[config.mk]
export PLATFORM = sky130hd
export DESIGN_NAME = accumulator_alu_flat
export DESIGN_NICKNAME = d
export VERILOG_FILES = /design/src/rtl/accumulator_alu_if.sv /design/src/rtl/accumulator_alu.sv /design/src/flat_wrapper.sv
export SDC_FILE = /design/constraint.sdc
export NUM_CORES = 1
export LEC_CHECK = 0
export ABC_AREA = 1
export CORE_MARGIN = 8
export CORE_UTILIZATION = 51
export DETAILED_ROUTE_END_ITERATION = 12
export PLACE_DENSITY = 0.87
export SLEW_MARGIN = 5
export SYNTH_ARGS = -nofsm -noshare
export SYNTH_HDL_FRONTEND = slang
export SYNTH_SLANG_ARGS = --single-unit
[constraint.sdc]
create_clock -name clk -period 2.25 [get_ports clk]
set_input_delay 0.3375 -clock clk [delete_from_list [all_inputs] [get_ports clk]]
set_output_delay 0.3375 -clock clk [all_outputs]
set_load 0.01 [all_outputs]
[src/rtl/accumulator_alu_if.sv]
`default_nettype none
// ============================================================================
// Module   : accumulator_alu_if
// Brief    : Start/done request bus between control unit and accumulator ALU.
// Revision : 1.0 - initial release
// ============================================================================
interface accumulator_alu_if #(
    parameter int WIDTH = 8
);
    logic             start;
    logic [1:0]       op;
    logic [WIDTH-1:0] AC;
    logic [WIDTH-1:0] Memory;
    logic [WIDTH-1:0] result;
    logic             Cout;
    logic             Zero;
    logic             Overflow;
    logic             busy;
    logic             done;

    modport master (
        output start, op, AC, Memory,
        input  result, Cout, Zero, Overflow, busy, done
    );

    modport slave (
        input  start, op, AC, Memory,
        output result, Cout, Zero, Overflow, busy, done
    );
endinterface
`default_nettype wire

[src/rtl/accumulator_alu.sv]
`default_nettype none
// ============================================================================
// Module   : accumulator_alu
// Brief    : Digit-serial ADD/SUB/ADC/SBC unit with persistent carry flag.
// Revision : 1.0 - initial release
// ============================================================================
module accumulator_alu #(
    parameter int WIDTH = 8,
    parameter int DIGIT = 2
) (
    input  wire logic        clk,
    input  wire logic        reset,
    accumulator_alu_if.slave bus
);
    localparam int c_NUM_DIGITS = WIDTH / DIGIT;
    localparam int c_CNT_W      = (c_NUM_DIGITS > 1) ? $clog2(c_NUM_DIGITS) : 1;
    localparam logic [c_CNT_W-1:0] c_LAST = c_CNT_W'(c_NUM_DIGITS - 1);

    typedef enum logic [1:0] {
        S_IDLE = 2'd0,
        S_CALC = 2'd1,
        S_DONE = 2'd2
    } state_t;

    state_t r_state;
    state_t w_state_next;

    logic [WIDTH-1:0]   r_a;
    logic [WIDTH-1:0]   r_b;
    logic [WIDTH-1:0]   r_partial;
    logic [WIDTH-1:0]   r_result;
    logic               r_carry;
    logic               r_a_msb;
    logic               r_b_msb;
    logic               r_cout;
    logic               r_zero;
    logic               r_ovf;
    logic [c_CNT_W-1:0] r_cnt;

    logic [DIGIT:0]     w_sum;
    logic [WIDTH-1:0]   w_partial_next;
    logic [WIDTH-1:0]   w_b_in;
    logic               w_accept;
    logic               w_last;
    logic               w_cin;

    assign w_accept = bus.start && (r_state != S_CALC);
    assign w_last   = (r_cnt == c_LAST);
    assign w_b_in   = bus.op[0] ? ~bus.Memory : bus.Memory;
    // ADC/SBC chain the stored flag; plain ADD/SUB force 0/1.
    assign w_cin    = bus.op[1] ? r_cout : bus.op[0];
    assign w_sum    = {1'b0, r_a[DIGIT-1:0]} + {1'b0, r_b[DIGIT-1:0]}
                    + {{DIGIT{1'b0}}, r_carry};

    generate
        if (DIGIT == WIDTH) begin : g_single
            assign w_partial_next = w_sum[DIGIT-1:0];
        end else begin : g_serial
            assign w_partial_next = {w_sum[DIGIT-1:0], r_partial[WIDTH-1:DIGIT]};
        end
    endgenerate

    always_ff @(posedge clk) begin
        if (reset) begin
            r_state <= S_IDLE;
        end else begin
            r_state <= w_state_next;
        end
    end

    always_comb begin
        w_state_next = r_state;
        case (r_state)
            S_IDLE:  if (w_accept) w_state_next = S_CALC;
            S_CALC:  if (w_last)   w_state_next = S_DONE;
            S_DONE:  w_state_next = w_accept ? S_CALC : S_IDLE;
            default: w_state_next = S_IDLE;
        endcase
    end

    always_ff @(posedge clk) begin
        if (reset) begin
            r_a       <= '0;
            r_b       <= '0;
            r_partial <= '0;
            r_result  <= '0;
            r_carry   <= 1'b0;
            r_a_msb   <= 1'b0;
            r_b_msb   <= 1'b0;
            r_cout    <= 1'b0;
            r_zero    <= 1'b0;
            r_ovf     <= 1'b0;
            r_cnt     <= '0;
        end else if (w_accept) begin
            r_a       <= bus.AC;
            r_b       <= w_b_in;
            r_carry   <= w_cin;
            r_a_msb   <= bus.AC[WIDTH-1];
            r_b_msb   <= w_b_in[WIDTH-1];
            r_partial <= '0;
            r_cnt     <= '0;
        end else if (r_state == S_CALC) begin
            r_a       <= r_a >> DIGIT;
            r_b       <= r_b >> DIGIT;
            r_carry   <= w_sum[DIGIT];
            r_partial <= w_partial_next;
            r_cnt     <= r_cnt + c_CNT_W'(1);
            // Visible outputs only move on the final digit.
            if (w_last) begin
                r_result <= w_partial_next;
                r_cout   <= w_sum[DIGIT];
                r_zero   <= (w_partial_next == '0);
                r_ovf    <= (r_a_msb == r_b_msb) && (w_partial_next[WIDTH-1] != r_a_msb);
            end
        end
    end

    assign bus.result   = r_result;
    assign bus.Cout     = r_cout;
    assign bus.Zero     = r_zero;
    assign bus.Overflow = r_ovf;
    assign bus.busy     = (r_state == S_CALC);
    assign bus.done     = (r_state == S_DONE);
endmodule
`default_nettype wire

[src/flat_wrapper.sv]
// flat-port wrapper written by rule: the top's interface ports become plain ports
module accumulator_alu_flat 
#(
    parameter int WIDTH = 8,
    parameter int DIGIT = 2
)
  (clk, reset, bus_start, bus_op, bus_AC, bus_Memory, bus_result, bus_Cout, bus_Zero, bus_Overflow, bus_busy, bus_done);
  accumulator_alu_if #(.WIDTH(WIDTH)) bus_i ();
  input  wire logic clk;
  input  wire logic reset;
  input wire logic [$bits(bus_i.start)-1:0] bus_start;
  input wire logic [$bits(bus_i.op)-1:0] bus_op;
  input wire logic [$bits(bus_i.AC)-1:0] bus_AC;
  input wire logic [$bits(bus_i.Memory)-1:0] bus_Memory;
  output wire logic [$bits(bus_i.result)-1:0] bus_result;
  output wire logic [$bits(bus_i.Cout)-1:0] bus_Cout;
  output wire logic [$bits(bus_i.Zero)-1:0] bus_Zero;
  output wire logic [$bits(bus_i.Overflow)-1:0] bus_Overflow;
  output wire logic [$bits(bus_i.busy)-1:0] bus_busy;
  output wire logic [$bits(bus_i.done)-1:0] bus_done;
  assign bus_i.start = bus_start;
  assign bus_i.op = bus_op;
  assign bus_i.AC = bus_AC;
  assign bus_i.Memory = bus_Memory;
  assign bus_result = bus_i.result;
  assign bus_Cout = bus_i.Cout;
  assign bus_Zero = bus_i.Zero;
  assign bus_Overflow = bus_i.Overflow;
  assign bus_busy = bus_i.busy;
  assign bus_done = bus_i.done;
  accumulator_alu #(.WIDTH(WIDTH), .DIGIT(DIGIT)) u_core (.clk(clk), .reset(reset), .bus(bus_i));
endmodule
* After elaboration in Yosys (flattened, before gate mapping)
Cells that the tools add are included.
** Operators by class
- Add/subtract/negate cells :: 3
- Bitwise gates (word level) :: 2
- Muxes and demuxes :: 12
- Equality and inequality tests :: 8
- Reduce and logical (&&, ||, !) cells :: 8
** Operators with widths (number)
- 8-bit two-way mux :: 5
- 8-bit zero test :: 1
- 8-bit inverter :: 1
- 2-bit by 1-bit != test with 1-bit output, second input constant :: 3
- 2-bit one-hot mux with 3 select lines :: 1
- 2-bit == test, second input constant :: 2
- 1-bit two-way mux :: 4
- 2-bit two-way mux :: 2
- 2-bit by 2-bit adder with 3-bit output :: 1
- 3-bit by 1-bit adder with 3-bit output :: 1
- 3-bit AND reduction :: 1
- 2-bit by 1-bit adder with 2-bit output, second input constant :: 1
- 2-bit by 1-bit == test with 1-bit output, second input constant :: 1
- 1-bit logical AND :: 2
- 2-bit zero test :: 1
- 2-bit AND reduction :: 1
- 2-bit nonzero test :: 1
- 2-bit OR reduction :: 1
- 1-bit == test :: 1
- 1-bit != test :: 1
- 1-bit inverter :: 1
** Storage, ports and cells
- Word-level logic and storage cells :: 45
- Register bits after elaboration :: 42

* Depth between registers and ports, before layout
Gate-level depths: netlist (run 1).
- Word-level depth :: 4
- Gate-level depth with buffers :: 9

* Least setup slack after synthesis (run 1)
No wires, ideal clock.
- Kind :: register to register
- Start :: reg u_core.r_carry
- End :: reg u_core.r_ovf, in the netlist u_core.bus.Overflow
- Library setup time :: 110 ps
- Required time :: 2140 ps
- Data arrival time :: 1580 ps
- Period minus slack after synthesis :: 1690 ps
- Slack :: 560 ps
- Path buffers :: 0
- Cell stages (with the launch flop) :: 9
- Cell sequence :: dfxtp_1 -> inv_1 -> fa_1 -> fa_1 -> inv_1 -> nand2_1 -> nand3_1 -> nand3_1 -> inv_1
** Between the ends
- Word-level cells in the longest chain between the ends :: 3
** Ends and longest elaborated chain
- start: declaration :: line accumulator_alu.sv:32 : logic r_carry;
- start signal: assignment :: line accumulator_alu.sv:97 : r_carry <= w_cin;
- start signal: assignment :: line accumulator_alu.sv:105 : r_carry <= w_sum[DIGIT];
- 3-bit by 1-bit adder with 3-bit output :: line accumulator_alu.sv:53 : + {{DIGIT{1'b0}}, r_carry};
- 1-bit != test :: line accumulator_alu.sv:113 : r_ovf <= (r_a_msb == r_b_msb) && (w_partial_next[WIDTH-1] != r_a_msb);
- 1-bit logical AND :: line accumulator_alu.sv:113
- end signal: assignment :: line accumulator_alu.sv:113
- end: declaration :: line accumulator_alu.sv:37 : logic r_ovf;
No other way between the ends.
A chain may end at the register's enable or synchronous reset.

* Final worst setup path (run 1)
- Start :: reg u_core.r_state[1]
- End :: out bus_busy
** Between the ends
- Word-level cells in the longest chain between the ends :: 1
** Ends and longest elaborated chain
- start: declaration :: line accumulator_alu.sv:25 : state_t r_state;
- start signal: assignment :: line accumulator_alu.sv:67 : r_state <= w_state_next;
- 2-bit by 1-bit == test with 1-bit output :: line accumulator_alu.sv:122 : assign bus.busy = (r_state == S_CALC);
- end: declaration :: line flat_wrapper.sv:19 : output wire logic [$bits(bus_i.busy)-1:0] bus_busy;
No other way between the ends.

==> impl_metrics.json, run 1 <==
{
  "clkSlewWorstSetupHoldPaths_ps": 110,
  "core.rowCount": 22,
  "power_density_nw_per_um2": 582,
  "fin_crit_sh_pct": 85.6,
  "post-place-ws_ps": 443,
  "grt_max_degree": 29,
  "grtUsageMet2_pct": 22.1,
  "layout_common_cells": "66 x nand2_1, 40 x dfxtp_1, 35 x nand3_1",
  "slew_headroom_pct": 65.5,
  "drive_gt1_share_pct": 7.64,
  "cts_buffer_depth": 2,
  "cap_violations": 0,
  "cts_tree": "done",
  "start_kind": "flip-flop",
  "fmax_mhz": 519,
  "leakagePower_nw": 0.985,
  "ys_seq_area_share_pct": 43.2,
  "vias": 1622,
  "p_comb_share_pct": 15.5,
  "crit_fanout": 22,
  "synth_cell_types": 22,
  "setup_ws_ps": 325,
  "synth_edf_count": 0,
  "grt_overflow": 0,
  "sw_frac_of_total_pct": 27.2,
  "wl_per_cell_um": 11.5,
  "grt_usage_pct": 13.6,
  "clock-root-buffer": "clkbuf_4",
  "synth.cell_area_um2": 1850,
  "tns_ps": 0,
  "finalWirelength_mm": 3.88,
  "core-area_um2": 3580,
  "path_delay_family": "buffers and inverters",
  "hold_violations": 0,
  "critical_path.max_stage_delay_ps": 560,
  "avgSynthCellArea_um2": 7.22,
  "die_area_um2": 5820,
  "fill_cells": 337,
  "dr.first_iter.drc_count": 83,
  "worst_setup_path_end_kind": "output pin",
  "route.detailed.drc": 0,
  "routabilityCongestion": 0.822,
  "final_nets": 312,
  "io_pins": 34,
  "dp_hpwl_mm": 2.80,
  "clock_sinks": 40,
  "outcome": "finished, final reports clean",
  "busiest_layer": "met2",
  "antenna_cells": 0,
  "cts.repair.resized": 0,
  "fp.dieW_um": 76.3,
  "grt_pass1_vias": 1499,
  "p_int_w": 0.000939,
  "synth_nets": 281,
  "antenna_left": 0,
  "syn_to_final_growth_pct": 19.6,
  "gr-usage-met3_pct": 3.66,
  "antenna_found_initial": 0,
  "yosysWarningCount": 0,
  "synth_async_sr_flop_share_pct": 0,
  "yosys_most_used_dff": "dfxtp_1",
  "grt_pass1_wl_mm": 6.67,
  "tightestPinTransition_ps": 516,
  "switchingPower_w": 0.000351,
  "die_h_um": 76.3,
  "vias_per_cell": 4.83,
  "post-cts-setup-buffer-count": 0,
  "crit_type": "flip-flop to output pin",
  "hold_path.class": "flip-flop to flip-flop",
  "maxSlewViolCount": 0,
  "final.setup_skew_ps": 7.40,
  "port_buffers": 33,
  "setup_viol": 0,
  "rsz0062_at_grt": "no",
  "htree_num_levels": 2,
  "final_common_cell": "nand2_1",
  "initial_utilization_pct": 51.8,
  "critical_path_arrival_ps": 1590,
  "crit_buf_inv": 3,
  "cts_made_buffers": 5,
  "drtPass1Iterations": 4,
  "p_seq_share_pct": 58.4,
  "grt_util_met1_pct": 16.3,
  "crit_slowest_cell": "clkdlybuf4s50_1",
  "clkLatencyLatePin_ps": 340,
  "irDropWorstVdd_mv": 0.314,
  "power.share.clock_pct": 26.1,
  "syn_inst": 257,
  "period_minus_slack_ps": 1930,
  "fin_hold_ws_ps": 477,
  "ys_seq_elements": 40,
  "cp.required_ps": 1910,
  "path_cells": "inv_1, nand2_2, inv_6, clkdlybuf4s50_1",
  "ctsHoldBuffers": 0
}
[sequential cells by signal, summed over array words and instances (netlist names)]
signal / count
u_core.bus.Overflow: 1
u_core.r_carry: 1
u_core.bus.result: 8
u_core.r_cnt: 2
u_core.r_b_msb: 1
u_core.r_a: 8
u_core.bus.Cout: 1
u_core.r_a_msb: 1
u_core.r_b: 8
u_core.r_state: 2
u_core.bus.Zero: 1
u_core.r_partial: 6
[power groups by stage]
stage	Sequential (W)	Combinational (W)	Clock, W
floorplan	0.000764	0.000150	0
global placement	0.000768	0.000197	0
detailed placement	0.000769	0.000200	0
CTS	0.000753	0.000201	0.000341
global route	0.000757	0.000224	0.000372
finish	0.000753	0.000200	0.000337
[cells in the mapped netlist (3+ instances only)]
cell type  count  area share (%)
nand2_2        6             2.0
nand3_1       35             9.4
o21ai_0        8             2.2
buf_2          6             1.6
xor2_1         3             1.4
dfxtp_1       40              43
xnor2_1        4             1.9
nor2_1        33             6.7
a21oi_1       13             3.5
inv_1         27             5.5
buf_6          3             1.8
nand2_1       66              13
[worst min-delay path: stages (launching register included)]
cell     delay, ps
dfxtp_1        330
nand2_1         60
a21oi_1         50
[kinds of logic after synthesis]
family / Yosys count / share of synthesized area (%)
AO/OA/AOI/OAI: 23 / 6.61
XOR/XNOR: 7 / 3.31
adder cells (fa/ha/maj): 3 / 2.83
buffers and inverters: 41 / 11.3
flip-flops: 40 / 43.2
AND/OR/NAND/NOR: 143 / 32.8
[per-stage QoR]
stage	utilization, %	total power, W	area, um2	cells
3_3_place_gp	60.7	0.000965	2170	329
2_1_floorplan	-	0.000914	1850	257
4_1_cts	62.0	0.00129	2220	336
5_1_grt	62.0	0.00135	2220	336
6_report	62.0	0.00129	2220	336
3_5_place_dp	60.7	0.000969	2170	329
[layer usage]
metal  vias to the layer above  part of all wire (%)
li1                        857                     -
met2                        44                    46
met5                         -                     0
met4                         0                   1.8
met1                       712                    47
met3                         9                   5.4
[final cells by class]
cell class	count	area, um2	area share (%)
multi-input combinational	176	845	38.1
timing repair buffer	36	353	15.9
inverter	29	114	5.13
clock buffer	6	41.3	1.86
sequential	40	801	36.1
clock inverter	1	5.00	0.226
tap	48	60.1	2.71
[final timing paths]
path	from	end	slack, ps	cells past startpoint
max	u_core.r_state[1]	bus_busy	320	4
min	u_core.r_a[6]	u_core.r_a[6]	480	2
max reg2reg	u_core.r_b[0]	u_core.bus.Overflow	430	8
min reg2reg	u_core.r_a[6]	u_core.r_a[6]	480	2
Note: power is estimated with default switching activity, not from simulation.
==> inputs of run 2 (changes only) <==
--- a/config.mk
+++ b/config.mk
@@ -7,9 +7,10 @@
 export LEC_CHECK = 0
 export ABC_AREA = 1
 export CORE_MARGIN = 8
-export CORE_UTILIZATION = 51
+export CORE_UTILIZATION = 30
 export DETAILED_ROUTE_END_ITERATION = 12
-export PLACE_DENSITY = 0.87
+export DONT_BUFFER_PORTS = 1
+export PLACE_DENSITY = 0.53
 export SLEW_MARGIN = 5
 export SYNTH_ARGS = -nofsm -noshare
 export SYNTH_HDL_FRONTEND = slang
==> run 2 against run 1 <==
Net effect:
- combinational power decreased by 22%
- largest cell class unchanged
- routed wire length increased by 10%
- register-to-register slack improved by 30 ps
- first-iteration DRC count decreased by 34%
- critical path type is now flip-flop to flip-flop
- maximum frequency increased by 7.4%
- global-route usage decreased by 3.6 points
- clock-buffer cell count unchanged
- highest routed layer unchanged
- die area increased by 54%
- largest power group unchanged
- cell count decreased by 1.8%
==> impl_metrics.json, run 2 (synthesis results as in run 1) <==
{
  "syn_to_final_growth_pct": 6.54,
  "cts_made_buffers": 5,
  "irDropWorstVdd_mv": 0.313,
  "power_density_nw_per_um2": 754,
  "cap_violations": 0,
  "multiInputGateArea_um2": 845,
  "cp.required_ps": 2450,
  "clock-root-buffer": "clkbuf_8",
  "port_buffers": 0,
  "fill_cells": 670,
  "worst_setup_path_end_kind": "flip-flop",
  "p_seq_share_pct": 50.4,
  "placed_cell_area_um2": 1870,
  "power.share.clock_pct": 39.1,
  "crit_fanout": 4,
  "vias": 1527,
  "routabilityCongestion": 0.798,
  "leakagePower_nw": 0.885,
  "initial_utilization_pct": 31.1,
  "final.setup_skew_ps": 2.58,
  "hold_path.class": "input pin to flip-flop",
  "route.detailed.drc": 0,
  "final_nets": 278,
  "grt_max_degree": 23,
  "crit_type": "flip-flop to flip-flop",
  "busiest_layer": "met2",
  "layout_common_cells": "66 x nand2_1, 40 x dfxtp_1, 35 x nand3_1",
  "clkLatencyLatePin_ps": 290,
  "grt_pass1_vias": 1428,
  "p_comb_share_pct": 10.4,
  "p_int_w": 0.00112,
  "grt_pass1_wl_mm": 7.11,
  "clkSlewWorstSetupHoldPaths_ps": 80,
  "finish.instance_area_um2": 1980,
  "core-area_um2": 5960,
  "placed_cells": 322,
  "finalWirelength_mm": 4.27,
  "drive_gt1_share_pct": 8.63,
  "die_h_um": 94.6,
  "critical_path_arrival_ps": 1990,
  "tns_ps": 0,
  "setup_viol": 0,
  "io_pins": 34,
  "rsz0062_at_grt": "no",
  "dp_hpwl_mm": 3.03,
  "slew_headroom_pct": 67.2,
  "period_minus_slack_ps": 1790,
  "hold_violations": 0,
  "final_common_cell": "nand2_1",
  "fmax_mhz": 558,
  "drtPass1Iterations": 5,
  "antenna_found_initial": 0,
  "ctsHoldBuffers": 0,
  "antenna_left": 0,
  "start_kind": "flip-flop",
  "antenna_cells": 0,
  "fp.dieW_um": 94.6,
  "final_util_pct": 33.2,
  "maxSlewViolCount": 0,
  "grtUsageMet2_pct": 13.8,
  "die_area_um2": 8950,
  "switchingPower_w": 0.000370,
  "gr-usage-met3_pct": 4.37,
  "wl_per_cell_um": 12.9,
  "stdcell_count": 330,
  "sw_frac_of_total_pct": 24.8,
  "htree_num_levels": 2,
  "cts.repair.resized": 0,
  "fin_crit_sh_pct": 79.7,
  "vias_per_cell": 4.63,
  "grt_usage_pct": 10.0,
  "grt_util_met1_pct": 13.5,
  "outcome": "finished, final reports clean",
  "core.rowCount": 28,
  "dr.first_iter.drc_count": 55,
  "cts_buffer_depth": 2,
  "tightestPinTransition_ps": 491,
  "post-cts-setup-buffer-count": 0,
  "regArea_um2": 801,
  "grt_overflow": 0,
  "clock_sinks": 40,
  "cts_tree": "done"
}
## run 2: through the flow
step / hold WS (ps) / setup slack, ps / power, W
after global placement: 409 / 501 / 0.000923
after CTS: 95.2 / 453 / 0.00151
final: 103 / 458 / 0.00149
after detailed placement: 411 / 467 / 0.000925
after floorplan: 407 / 560 / 0.000914
after global routing: 82.3 / 326 / 0.00156
## run 2: final cells by class
type	instances	area share (%)
flip-flops and latches	40	40.5
repair buffers	2	0.760
inverters	29	5.76
clock buffers	6	3.67
clock inverters	2	1.77
well taps	75	4.75
multi-input cells	176	42.7
## run 2: per-layer routing
metal	vias up	share of wire [%]
li1	790	-
met1	692	49
met2	36	42
met3	9	8.0
met4	0	1.2
met5	-	0
## run 2: power by group through the flow
stage / Sequential [W] / Combinational, W / Clock [W]
finish: 0.000751 / 0.000156 / 0.000583
global route: 0.000755 / 0.000180 / 0.000625
CTS: 0.000752 / 0.000157 / 0.000597
detailed placement: 0.000768 / 0.000157 / 0
global placement: 0.000768 / 0.000155 / 0
floorplan: 0.000764 / 0.000150 / 0
## run 2: path summary, 6_finish.rpt
| kind | start | end | slack (ps) | cells after the start |
|---|---|---|---|---|
| worst min register to register | u_core.r_a[6] | u_core.r_a[6] | 460 | 2 |
| worst max-delay path | u_core.r_carry | u_core.bus.Overflow | 460 | 8 |
| worst min-delay path | reset | u_core.r_a_msb | 100 | 1 |
| worst max register to register | u_core.r_carry | u_core.bus.Overflow | 460 | 8 |
## run 2: critical path, stage by stage (launching register included)
cell and delay, ps:
dfxtp_1 330, inv_1 60, fa_1 430, fa_1 560
inv_1 70, nand2_1 60, nand3_1 70, nand3_1 80
inv_1 40
==> inputs of run 3 (changes only) <==
--- a/config.mk
+++ b/config.mk
@@ -10,7 +10,7 @@
 export CORE_UTILIZATION = 30
 export DETAILED_ROUTE_END_ITERATION = 12
 export DONT_BUFFER_PORTS = 1
-export PLACE_DENSITY = 0.53
+export PLACE_DENSITY = 0.54
 export SLEW_MARGIN = 5
 export SYNTH_ARGS = -nofsm -noshare
 export SYNTH_HDL_FRONTEND = slang
==> constraint.sdc (replaced) <==
create_clock -name clk -period 1.6 [get_ports clk]
set_input_delay 0.24 -clock clk [delete_from_list [all_inputs] [get_ports clk]]
set_output_delay 0.24 -clock clk [all_outputs]
set_load 0.01 [all_outputs]
==> run 3 against run 2 <==
Net effect:
- the flow now finishes with violations (negative setup slack)
- final area increased by 3.4%
- sequential share of layout area decreased by 1.3 points
- power increased by 48%
- sequential cell count unchanged
- first-iteration DRC count decreased by 16%
- via count increased by 0.59%
- clock skew increased by 1.3 ps
- core utilization increased by 1.1 points
- maximum frequency increased by 5.4%
- register-to-register slack got worse by 560 ps
- critical path type unchanged
- critical endpoint unchanged
- largest cell class unchanged
==> impl_metrics.json, run 3 (synthesis results as in run 1) <==
{
  "outcome": "finished, violations left",
  "violations": "negative setup slack",
  "finalWirelength_mm": 4.26,
  "path_delay_family": "adder cells",
  "leakagePower_nw": 0.911,
  "cts_buffer_depth": 2,
  "crit_type": "flip-flop to flip-flop",
  "vias_per_cell": 4.60,
  "fin_crit_sh_pct": 106,
  "fp.dieW_um": 94.6,
  "grt_max_degree": 23,
  "dp_hpwl_mm": 2.99,
  "grt_pass1_vias": 1463,
  "io_pins": 34,
  "start_kind": "flip-flop",
  "antenna_left": 0,
  "final_common_cell": "nand2_1",
  "critical_path.max_stage_delay_ps": 570,
  "placed_cell_area_um2": 1880,
  "slew_headroom_pct": 74.9,
  "hold_path.class": "input pin to flip-flop",
  "clock-root-buffer": "clkbuf_8",
  "syn_to_final_growth_pct": 10.1,
  "tightestPinTransition_ps": 376,
  "grt_usage_pct": 10.2,
  "crit_fanout": 4,
  "grt_overflow": 0,
  "clock_sinks": 40,
  "wl_per_cell_um": 12.7,
  "vias": 1536,
  "power_density_nw_per_um2": 1080,
  "routabilityCongestion": 0.714,
  "final.setup_skew_ps": 3.93,
  "dr.first_iter.drc_count": 46,
  "die_area_um2": 8950,
  "initial_utilization_pct": 31.1,
  "rsz0062_at_grt": "yes",
  "antenna_found_initial": 0,
  "finish.instance_area_um2": 2040,
  "critical_path_arrival_ps": 1890,
  "hold_violations": 0,
  "drtPass1Iterations": 4,
  "clkLatencyLatePin_ps": 290,
  "drive_gt1_share_pct": 11.6,
  "rrSetupSlack_ps": -100,
  "path_cells": "inv_2, fa_2, fa_2, inv_2, nand2_1, nand3_1, nand3_1, inv_1",
  "cap_violations": 0,
  "crit_slowest_cell": "fa_2",
  "maxSlewViolCount": 0,
  "core-area_um2": 5960,
  "clkSlewWorstSetupHoldPaths_ps": 80,
  "post-place-ws_ps": -132,
  "final_nets": 282,
  "irDropWorstVdd_mv": 0.339,
  "route.detailed.drc": 0,
  "port_buffers": 0,
  "core.rowCount": 28,
  "setup_viol": 3,
  "cts_made_buffers": 5,
  "cts_tree": "done",
  "htree_num_levels": 2,
  "grt_pass1_wl_mm": 7.15,
  "worst_setup_path_end_kind": "flip-flop",
  "period_minus_slack_ps": 1700,
  "crit_buf_inv": 3,
  "layout_common_cells": "66 x nand2_1, 39 x dfxtp_1, 35 x nand3_1",
  "cp.required_ps": 1790,
  "fmax_mhz": 588,
  "die_h_um": 94.6,
  "antenna_cells": 0,
  "setup_ws_ps": -99.9
}
## run 3: changes by cell type in the layout (fill, tap and decap cells not counted), sizes merged
cell         delta
buf             +1
dlygate4sd3     +3
clkinv          -1
clkbuf          +1
## run 3: worst register-to-register path, stage by stage (launching register included)
cell and delay, ps:
dfxtp_2 340, inv_2 40, fa_2 380, fa_2 570
inv_2 40, nand2_1 60, nand3_1 70, nand3_1 70
inv_1 40
## run 3: cell type report
type / count / area (um2)
repair buffers: 6 / 52.6
flip-flops and latches: 40 / 802
clock buffers: 7 / 96.3
well taps: 75 / 93.8
multi-input cells: 176 / 853
clock inverters: 1 / 30.0
fillers: 655 / 3910
inverters: 29 / 114
## run 3: final timing paths
check,start,end,cells past startpoint
worst min-delay path,bus_AC[6],u_core.r_a[6],2
worst max-delay path,u_core.r_a[0],u_core.bus.Overflow,8
worst min register to register,u_core.r_a[6],u_core.r_a[6],2
worst max register to register,u_core.r_a[0],u_core.bus.Overflow,8
## run 3: layer usage
layer | routed length (um) | vias up | GRT usage [%]
met4 | 79 | 0 | 4.55
met5 | 0 | - | 0
met1 | 2070 | 689 | 13.1
li1 | - | 793 | -
met2 | 1710 | 44 | 14.2
met3 | 392 | 10 | 4.52
## run 3: where the power goes
| part | total, W | switching [W] | internal [W] | leakage, nW |
|---|---|---|---|---|
| sequential | 0.00106 | 0.0000246 | 0.00103 | 0.326 |
| clock | 0.000906 | 0.000355 | 0.000551 | 0.0645 |
| combinational | 0.000236 | 0.000148 | 0.0000882 | 0.521 |
| total | 0.00220 | 0.000527 | 0.00167 | 0.911 |
## run 3: timing repair
action,CTS,global route
resized for setup,1,2
pin swaps,1,0
hold endpoints to repair,7,3
setup buffers,0,0
hold buffers,2,1
endpoints found under the setup margin,3,3
## run 3: through the flow
| stage | setup TNS (ps) | utilization, % | total power (W) | hold WS (ps) | cells |
|---|---|---|---|---|---|
| final | -176 | 34.3 | 0.00220 | 96.4 | 334 |
| after CTS | -201 | 34.1 | 0.00222 | 0.131 | 333 |
| after floorplan | -56.5 | - | 0.00129 | 309 | 257 |
| after detailed placement | -240 | 31.6 | 0.00130 | 314 | 323 |
| after global routing | -398 | 34.3 | 0.00231 | 72.0 | 334 |
| after global placement | -180 | 31.6 | 0.00130 | 311 | 323 |
